## src/rtl/out_between_pkg.sv

```systemverilog
// Shared types and defaults for the output-to-between FIFO sender.
package out_between_pkg;

  localparam int unsigned DEF_WIDTH   = 8;
  localparam int unsigned DEF_DEPTH   = 4;
  localparam int unsigned DEF_TIMEOUT = 255;

  typedef enum logic [1:0] {
    ST_IDLE    = 2'd0,
    ST_SEND    = 2'd1,
    ST_RELEASE = 2'd2
  } state_t;

  // Bits needed for a counter running 0..t-1 (at least one bit).
  function automatic int unsigned tmo_width(input int unsigned t);
    return (t <= 2) ? 1 : $clog2(t);
  endfunction

endpackage

```

## src/rtl/sync_fifo.sv

```systemverilog
// Synchronous FIFO with registered count/full/empty and a combinational head read.
module sync_fifo #(
  parameter int unsigned WIDTH = 8,
  parameter int unsigned DEPTH = 4
) (
  input  logic                           clk,
  input  logic                           rst,
  input  logic                           push,
  input  logic [WIDTH-1:0]               wdata,
  input  logic                           pop,
  output logic                           full,
  output logic                           empty,
  output logic [$clog2(DEPTH+1)-1:0]     count,
  output logic [WIDTH-1:0]               head_c
);

  localparam int unsigned AW = $clog2(DEPTH);
  localparam int unsigned CW = $clog2(DEPTH+1);

  logic [WIDTH-1:0] mem [DEPTH];
  logic [AW-1:0]    wr_ptr;
  logic [AW-1:0]    rd_ptr;
  logic [CW-1:0]    count_nxt;
  logic             do_push;
  logic             do_pop;

  // Full is taken from the registered count, so a same-cycle pop never admits a push.
  assign do_push = push && !full;
  assign do_pop  = pop && !empty;
  assign head_c  = mem[rd_ptr];

  always_comb begin
    count_nxt = count;
    case ({do_push, do_pop})
      2'b10:   count_nxt = count + CW'(1);
      2'b01:   count_nxt = count - CW'(1);
      default: count_nxt = count;
    endcase
  end

  always_ff @(posedge clk or posedge rst) begin
    if (rst) begin
      wr_ptr <= '0;
      rd_ptr <= '0;
      count  <= '0;
      full   <= 1'b0;
      empty  <= 1'b1;
    end else begin
      if (do_push) wr_ptr <= wr_ptr + AW'(1);
      if (do_pop)  rd_ptr <= rd_ptr + AW'(1);
      count <= count_nxt;
      full  <= (count_nxt == CW'(DEPTH));
      empty <= (count_nxt == '0);
    end
  end

  // Storage array carries no reset; contents are only read once counted valid.
  always_ff @(posedge clk) begin
    if (do_push) mem[wr_ptr] <= wdata;
  end

endmodule

```

## src/rtl/out_to_between_fifo.sv

```systemverilog
// Buffered between-bus sender: four-phase tsent/trecieve handshake per word,
// per-word acknowledge timeout with sticky error, and a drain pulse.
module out_to_between_fifo
  import out_between_pkg::*;
#(
  parameter int unsigned WIDTH   = DEF_WIDTH,
  parameter int unsigned DEPTH   = DEF_DEPTH,
  parameter int unsigned TIMEOUT = DEF_TIMEOUT
) (
  input  logic                        clk,
  input  logic                        rst,
  input  logic                        push,
  input  logic [WIDTH-1:0]            data,
  output logic                        full,
  output logic [$clog2(DEPTH+1)-1:0]  count,
  output logic [WIDTH-1:0]            tdata,
  output logic                        tsent,
  input  logic                        trecieve,
  output logic                        isFinish,
  output logic                        errTimeout
);

  localparam int unsigned TW = tmo_width(TIMEOUT);

  state_t           state, state_nxt;
  logic [TW-1:0]    tmo_cnt, tmo_nxt;
  logic             tsent_nxt;
  logic [WIDTH-1:0] tdata_nxt;
  logic             fin_nxt;
  logic             err_nxt;
  logic             pop_c;
  logic             fifo_empty;
  logic [WIDTH-1:0] head_c;

  sync_fifo #(
    .WIDTH (WIDTH),
    .DEPTH (DEPTH)
  ) u_fifo (
    .clk    (clk),
    .rst    (rst),
    .push   (push),
    .wdata  (data),
    .pop    (pop_c),
    .full   (full),
    .empty  (fifo_empty),
    .count  (count),
    .head_c (head_c)
  );

  always_ff @(posedge clk or posedge rst) begin
    if (rst) begin
      state      <= ST_IDLE;
      tmo_cnt    <= '0;
      tsent      <= 1'b0;
      tdata      <= '0;
      isFinish   <= 1'b0;
      errTimeout <= 1'b0;
    end else begin
      state      <= state_nxt;
      tmo_cnt    <= tmo_nxt;
      tsent      <= tsent_nxt;
      tdata      <= tdata_nxt;
      isFinish   <= fin_nxt;
      errTimeout <= err_nxt;
    end
  end

  // Head word stays in the FIFO until it leaves SEND, so count includes it.
  always_comb begin
    state_nxt = state;
    tmo_nxt   = tmo_cnt;
    tsent_nxt = tsent;
    tdata_nxt = tdata;
    fin_nxt   = 1'b0;
    err_nxt   = errTimeout;
    pop_c     = 1'b0;
    case (state)
      ST_IDLE: begin
        if (!fifo_empty) begin
          state_nxt = ST_SEND;
          tsent_nxt = 1'b1;
          tdata_nxt = head_c;
          tmo_nxt   = '0;
        end
      end
      ST_SEND: begin
        if (trecieve) begin
          state_nxt = ST_RELEASE;
          tsent_nxt = 1'b0;
          tdata_nxt = '0;
          pop_c     = 1'b1;
        end else if ((TIMEOUT != 0) && (tmo_cnt == TW'(TIMEOUT - 1))) begin
          state_nxt = ST_RELEASE;
          tsent_nxt = 1'b0;
          tdata_nxt = '0;
          pop_c     = 1'b1;
          err_nxt   = 1'b1;
        end else begin
          tmo_nxt = tmo_cnt + TW'(1);
        end
      end
      ST_RELEASE: begin
        if (!trecieve) begin
          state_nxt = ST_IDLE;
          fin_nxt   = (count == '0);
        end
      end
      default: state_nxt = ST_IDLE;
    endcase
  end

endmodule

```

## config.mk

```make
export PLATFORM = sky130hd
export DESIGN_NAME = out_to_between_fifo
export DESIGN_NICKNAME = d
export VERILOG_FILES = /design/src/rtl/out_between_pkg.sv /design/src/rtl/sync_fifo.sv /design/src/rtl/out_to_between_fifo.sv
export SDC_FILE = /design/constraint.sdc
export NUM_CORES = 1
export LEC_CHECK = 0
export CAP_MARGIN = 40
export CORE_AREA = 2 2 89 91
export CTS_CLUSTER_DIAMETER = 100
export DETAILED_ROUTE_END_ITERATION = 16
export DIE_AREA = 0 0 91 93
export PLACE_DENSITY = 0.52
export SLEW_MARGIN = 20
export SYNTH_ARGS = -nofsm -noshare
export SYNTH_HDL_FRONTEND = slang
export SYNTH_SLANG_ARGS = --single-unit
```

## constraint.sdc

```tcl
create_clock -name clk -period 5 [get_ports clk]
set_input_delay 0.5 -clock clk [delete_from_list [all_inputs] [get_ports clk]]
set_output_delay 0.5 -clock clk [all_outputs]
set_load 0.02 [all_outputs]
```

**Yosys cells after proc, flatten, opt, wreduce, memory -nomap -nowiden**

Memory sizes are Yosys's and may differ from the RTL's.
Cells that the tools add are included.

- Flip-flop bits (word level): 30
- Memory bits (writable): 32
- Input bits: 12
- Output and inout port bits: 15
- Logic and storage cells: 66
- Memories: 1

- Add/sub/neg operators: 5
- Equality and inequality tests: 11
- Muxes and demuxes: 25
- Bitwise logic cells: 1
- Reduce and logical (&&, ||, !) cells: 12

Memory list:

| name | depth | bits a word | read ports | clocked after Yosys merged registers in | write ports | line | text |
|---|---|---|---|---|---|---|---|
| u_fifo.mem | 4 | 8 | 1 | 0 | 1 | sync_fifo.sv:20 | `logic [WIDTH-1:0] mem [DEPTH];` |

Operator list:

| operator | count |
|---|---|
| $mux W8 | 6 |
| $pmux W8 S2 | 2 |
| $mux W1 | 10 |
| $reduce_and A3 Y1 | 3 |
| $add A8 B1 Y8 const B | 1 |
| $eq A8 B8 Y1 const B | 1 |
| $mux W2 | 4 |
| $ne A2 B2 Y1 const B | 4 |
| $logic_not A3 Y1 | 2 |
| $pmux W2 S3 | 1 |
| $pmux W3 S2 | 1 |
| $add A2 B1 Y2 const B | 2 |
| $eq A2 B1 Y1 const B | 2 |
| $eq A2 B2 Y1 const B | 2 |
| $reduce_and A4 Y1 | 1 |
| $add A3 B1 Y3 const B | 1 |
| $eq A3 B3 Y1 const B | 1 |
| $ne A3 B3 Y1 const B | 1 |
| $sub A3 B1 Y3 const B | 1 |
| $logic_and A1 B1 Y1 | 2 |
| $logic_not A1 Y1 | 2 |
| $logic_not A2 Y1 | 1 |
| $pmux W1 S2 | 1 |
| $reduce_bool A2 Y1 | 1 |
| $not A1 Y1 | 1 |

**Longest topological paths before layout**

- Word-level depth: 8
- Gate-level depth with buffers: 12
- Gate-level depth less buffers: 12

**Cells and area by module**

Synthesis repeated with hierarchy kept, for this count alone.

- Cell total of the unflattened synthesis: 188
- Area total of the unflattened synthesis: 2,623.8 um^2

By module, submodules not included:

| module | instances | cells an instance | area each (um^2) | seq. area each (um^2) |
|---|---|---|---|---|
| sync_fifo | 1 | 88 | 1,670.4 | 1,187.4 |
| out_to_between_fifo | 1 | 100 | 953.4 | 525.5 |

**Worst setup path before layout**

OpenSTA, ideal clock, no wires.

- Kind: flip-flop to flip-flop
- Start point: reg tmo_cnt[0]
- End point: reg u_fifo.full
- Setup time: 73 ps
- Data arrival time: 2,321 ps
- Data required time: 4,927 ps
- Path slack: 2,606 ps
- Stages on the path, launching flop included: 12
- Buffers on the path: 0
- Clock period less this slack: 2,394 ps
- Path through: dfrtp_1 -> inv_1 -> ha_1 -> nand3_1 -> o21bai_1 -> nand2_1 -> inv_1 -> ha_1 -> fa_1 -> mux2_2 -> or2_2 -> nor2b_1

- Word-level cells in the longest chain between the ends: 8
- Elaborated cells on any way between the ends: 9
- Classes of those cells: 4 x eq/ne; 4 x mux; 1 x reduce/logical

RTL lines:

| element | line | text |
|---|---|---|
| from (decl) | out_to_between_fifo.sv:26 | `logic [TW-1:0] tmo_cnt, tmo_nxt;` |
| from (signal assigned) | out_to_between_fifo.sv:60 | `tmo_cnt <= tmo_nxt;` |
| $eq A8 B8 Y1 * | out_to_between_fifo.sv:92 | `end else if ((TIMEOUT != 0) && (tmo_cnt == TW'(TIMEOUT - 1))) begin` |
| $mux W1 * | out_to_between_fifo.sv:92 |  |
| $mux W1 * | out_to_between_fifo.sv:87 | `if (trecieve) begin` |
| $mux W1 * | out_to_between_fifo.sv:77 | `case (state)` |
| $logic_and A1 B1 Y1 * | sync_fifo.sv:29 | `assign do_pop = pop && !empty;` |
| $eq A2 B1 Y1 or $eq A2 B2 Y1 (tied branches) | sync_fifo.sv:34 | `case ({do_push, do_pop})` |
| $pmux W3 S2 * | sync_fifo.sv:34 |  |
| via u_fifo.count_nxt[1] | sync_fifo.sv:23 | `logic [CW-1:0] count_nxt;` |
| $eq A3 B3 Y1 * | sync_fifo.sv:52 | `full <= (count_nxt == CW'(DEPTH));` |
| to (signal assigned) | sync_fifo.sv:52 |  |
| to (decl) | sync_fifo.sv:11 | `output logic full,` |

Mark *: on every way through the listed nets, which the timed path passes. The rest lies on a longest branch.
A chain may end at the register's enable or synchronous reset.

**Worst setup path after layout**

Same ends and word-level chain as after synthesis.

==> flow_metrics.env <==
export IMPL_status="completed"
export IMPL_yosys_most_used_dff="edfxtp_1"
export IMPL_core_um2=7530
export IMPL_cts_sink_count=62
export IMPL_starting_utilization_of_the_core_area_pct=34.4
export IMPL_h_tree_depth=3
export IMPL_tritoncts_num_buffers=9
export IMPL_worstPathArrival_ps=2910
export IMPL_post_synth_instance_area_um2=2590
export IMPL_rows=32
export IMPL_worst_slew_margin_rel_pct=50.6
export IMPL_grt_remaining_overflow=0
export IMPL_grt_setup_unrepaired="no"
export IMPL_grt_usage_pct=12.5
export IMPL_first_pass_iters=4
export IMPL_post_cts_resize_count=0
export IMPL_worst_r2r_cell_count=11
export IMPL_ios=27
export IMPL_route_detailed_vias_per_inst=4.72
export IMPL_combPwrFrac_pct=32.7
export IMPL_design_final_nets=224
export IMPL_start_point_of_the_critical_path="tmo_cnt[0]"
export IMPL_area_growth_pct=23.0
export IMPL_cp_data_required_time_ps=5270
export IMPL_reg2reg_from="tmo_cnt[0]"
export IMPL_post_route_util_pct=42.3
export IMPL_leakage_nw=1.24
export IMPL_finClkSkew_ps=8.32
export IMPL_number_of_i_o_port_buffers=26
export IMPL_regToRegSetupSlack_ps=2360
export IMPL_layout_min_cycle_time_ps=2640
export IMPL_source_of_the_worst_hold_timing_path="errTimeout"
export IMPL_cts_buffer_depth=2
export IMPL_slew_violations=0
export IMPL_post_synth_cell_area_avg_um2=15.3
export IMPL_intPower_w=0.00128
export IMPL_synth_cell_types=47
export IMPL_cp_end_kind="flip-flop"
export IMPL_min_to="errTimeout"
export IMPL_cts_hold_fix_buffers=0
export IMPL_setup_viol_count_final=0
export IMPL_power_density_nw_per_um2=593
export IMPL_synth_top_cells_by_area="edfxtp_1 37%, dfrtp_1 28%, mux4_2 7.0%"
export IMPL_grt_first_pass_wirelength_um=7890
export IMPL_layout_worst_path_cycle_share_pct=52.8
export IMPL_tritoncts_clock_tree="built"
export IMPL_drc_errors=0
export IMPL_area_leader_netlist="edfxtp_1"
export IMPL_place_inst=293
export IMPL_grt_antenna_before_repair=0
export IMPL_synth_top_cell_area_share_pct=37.2
export IMPL_die_w_um=91
export IMPL_ir_worst_vdd_mv=0.390
export IMPL_first_global_vias=1500
export IMPL_fin_tns_setup_ps=0
export IMPL_clock_root_buffer="clkbuf_8"
export IMPL_power_share_switching_pct=32.2
export IMPL_crit_path_max_fanout=5
export IMPL_net_switching_power_of_the_design_w=0.000608
export IMPL_timing_critical_path_from_type="flip-flop"
export IMPL_worst_hold_path_num_cells=1
export IMPL_timing_fmax_mhz=379
export IMPL_finalHoldViolCount=0
export IMPL_yosys_register_bits=62
export IMPL_seq_power_share_pct=42.3
export IMPL_layout_cells_non_filler=311
export IMPL_hpwlAfterDp_um=3110
export IMPL_clock_latency_ps=340
export IMPL_postRouteWirelength_um=4670
export IMPL_actual_transition_at_the_worst_max_transition_pin_ps=736
export IMPL_grt_start_max_net_pins=31
export IMPL_cap_violations=0
export IMPL_timing_rr_end="u_fifo.full"
export IMPL_power_clock_fraction_pct=25.0
export IMPL_antennaDiodeCount=0
export IMPL_detail_route_antenna_nets=0
export IMPL_cts_reportedPaths_clkPinSlew_ps=70
export IMPL_worst_hold_path_type="reg2reg"
export IMPL_criticalPathCategory="reg2reg"
export IMPL_synth_enable_flop_cells=32
export IMPL_synth_net_count=189
export IMPL_detail_route_wl_per_cell_um=15.0
export IMPL_postSynth_asyncResetShare_pct=48.4
export IMPL_synth_yosys_warnings=0
export IMPL_gp_congestion=0.757
export IMPL_dieArea_um2=8460
export IMPL_post_cts_setup_buffer_count=0
export IMPL_drt_first_iter_violations=80
export IMPL_ys_seq_area_share_pct=66.2
export IMPL_detailroute_via_count=1467
export IMPL_floorplan_die_height_um=93
export IMPL_post_route_cells_drive_above_1_share_pct=18.2
export IMPL_synth_cells=169
[kinds of logic after synthesis]
family                     share of synthesized area, %
adders and majority gates                          4.16
muxes                                              7.79
DFF                                                66.2
AOI/OAI and AO/OA                                  6.92
and+or+nand+nor                                    10.7
buffers and inverters                              2.13
xor gates and xnor gates                           2.03
[how the worst max path moves through the flow]
stage               cells past startpoint           end  slack, ps
floorplan                              11   u_fifo.full       2610
global placement                        9   u_fifo.full       2170
detailed placement                      8   u_fifo.full       2120
CTS                                    11   u_fifo.full       2340
global route                           11  u_fifo.empty       2140
finish                                 11   u_fifo.full       2360
[layer usage]
metal  global-route usage (%)  share of wire, %
met5                        0                 0
met2                     19.3                48
met4                     5.68               1.0
met3                     4.83               4.4
met1                     15.8                46
[critical path: stages, from the launching register on]
cell	delay (ps)
dfrtp_1	420
inv_1	70
ha_1	140
nand3_1	130
o21bai_1	270
nand2_1	140
inv_1	80
ha_1	190
fa_1	430
mux2_2	290
or2_2	310
nor2b_1	110
[layout by cell type (no fill, tap or decap), types with 2 or more instances in the layout]
cell type / instances
a22o_1: 8
nor3_1: 2
clkbuf_8: 9
nand2b_1: 3
nor2b_1: 3
inv_1: 7
clkdlybuf4s50_1: 26
nand3_1: 7
buf_4: 2
ha_1: 7
a21o_2: 2
clkinv_2: 2
mux4_2: 8
o21ai_0: 3
xnor2_1: 5
a21oi_1: 3
and2_1: 5
edfxtp_1: 32
or3_1: 2
nor2_1: 5
nand2_1: 8
bufinv_16: 2
dfrtp_1: 29
[Yosys cell counts, types with 2 or more instances]
library cell  number
edfxtp_1          32
dfrtp_1           29
a22o_1             8
mux4_2             8
nand2_1            8
ha_1               7
inv_1              7
nand3_1            7
and2_1             5
nor2_1             5
xnor2_1            5
a21oi_1            3
nand2b_1           3
nor2b_1            3
o21ai_0            3
a21o_2             2
buf_2              2
nor3_1             2
or3_1              2
[power groups by stage]
stage                     registers, W  logic [W]  clock network, W
after global routing          0.000823   0.000676          0.000513
final                         0.000799   0.000616          0.000471
after global placement        0.000805   0.000594                 0
after detailed placement      0.000812   0.000608                 0
after CTS                     0.000802   0.000611          0.000482
after floorplan               0.000810   0.000399                 0
[per-stage QoR]
| step | hold WS, ps | total power, W | cell area [um^2] | setup slack, ps |
|---|---|---|---|---|
| finish | 453 | 0.00189 | 3180 | 2360 |
| global route | 470 | 0.00201 | 3180 | 2140 |
| CTS | 459 | 0.00190 | 3170 | 2340 |
| detailed placement | 444 | 0.00142 | 2950 | 2120 |
| global placement | 442 | 0.00140 | 2950 | 2170 |
| floorplan | 489 | 0.00121 | 2590 | 2610 |
[flip-flops by register name, indices dropped and copies added (netlist names)]
name           count
u_fifo.count       3
u_fifo.wr_ptr      2
u_fifo.empty       1
tdata              8
errTimeout         1
u_fifo.rd_ptr      2
u_fifo.mem        32
tmo_cnt            8
u_fifo.full        1
tsent              1
isFinish           1
state              2
[cell type report]
type / instances / area, um^2
inverters: 7 / 26.3
clock inverters: 6 / 86.3
clock buffers: 10 / 128
flip-flops and latches: 62 / 1710
well taps: 102 / 128
multi-input cells: 95 / 818
repair buffers: 29 / 283
fillers: 709 / 4350
(Power assumes the default switching activity.)
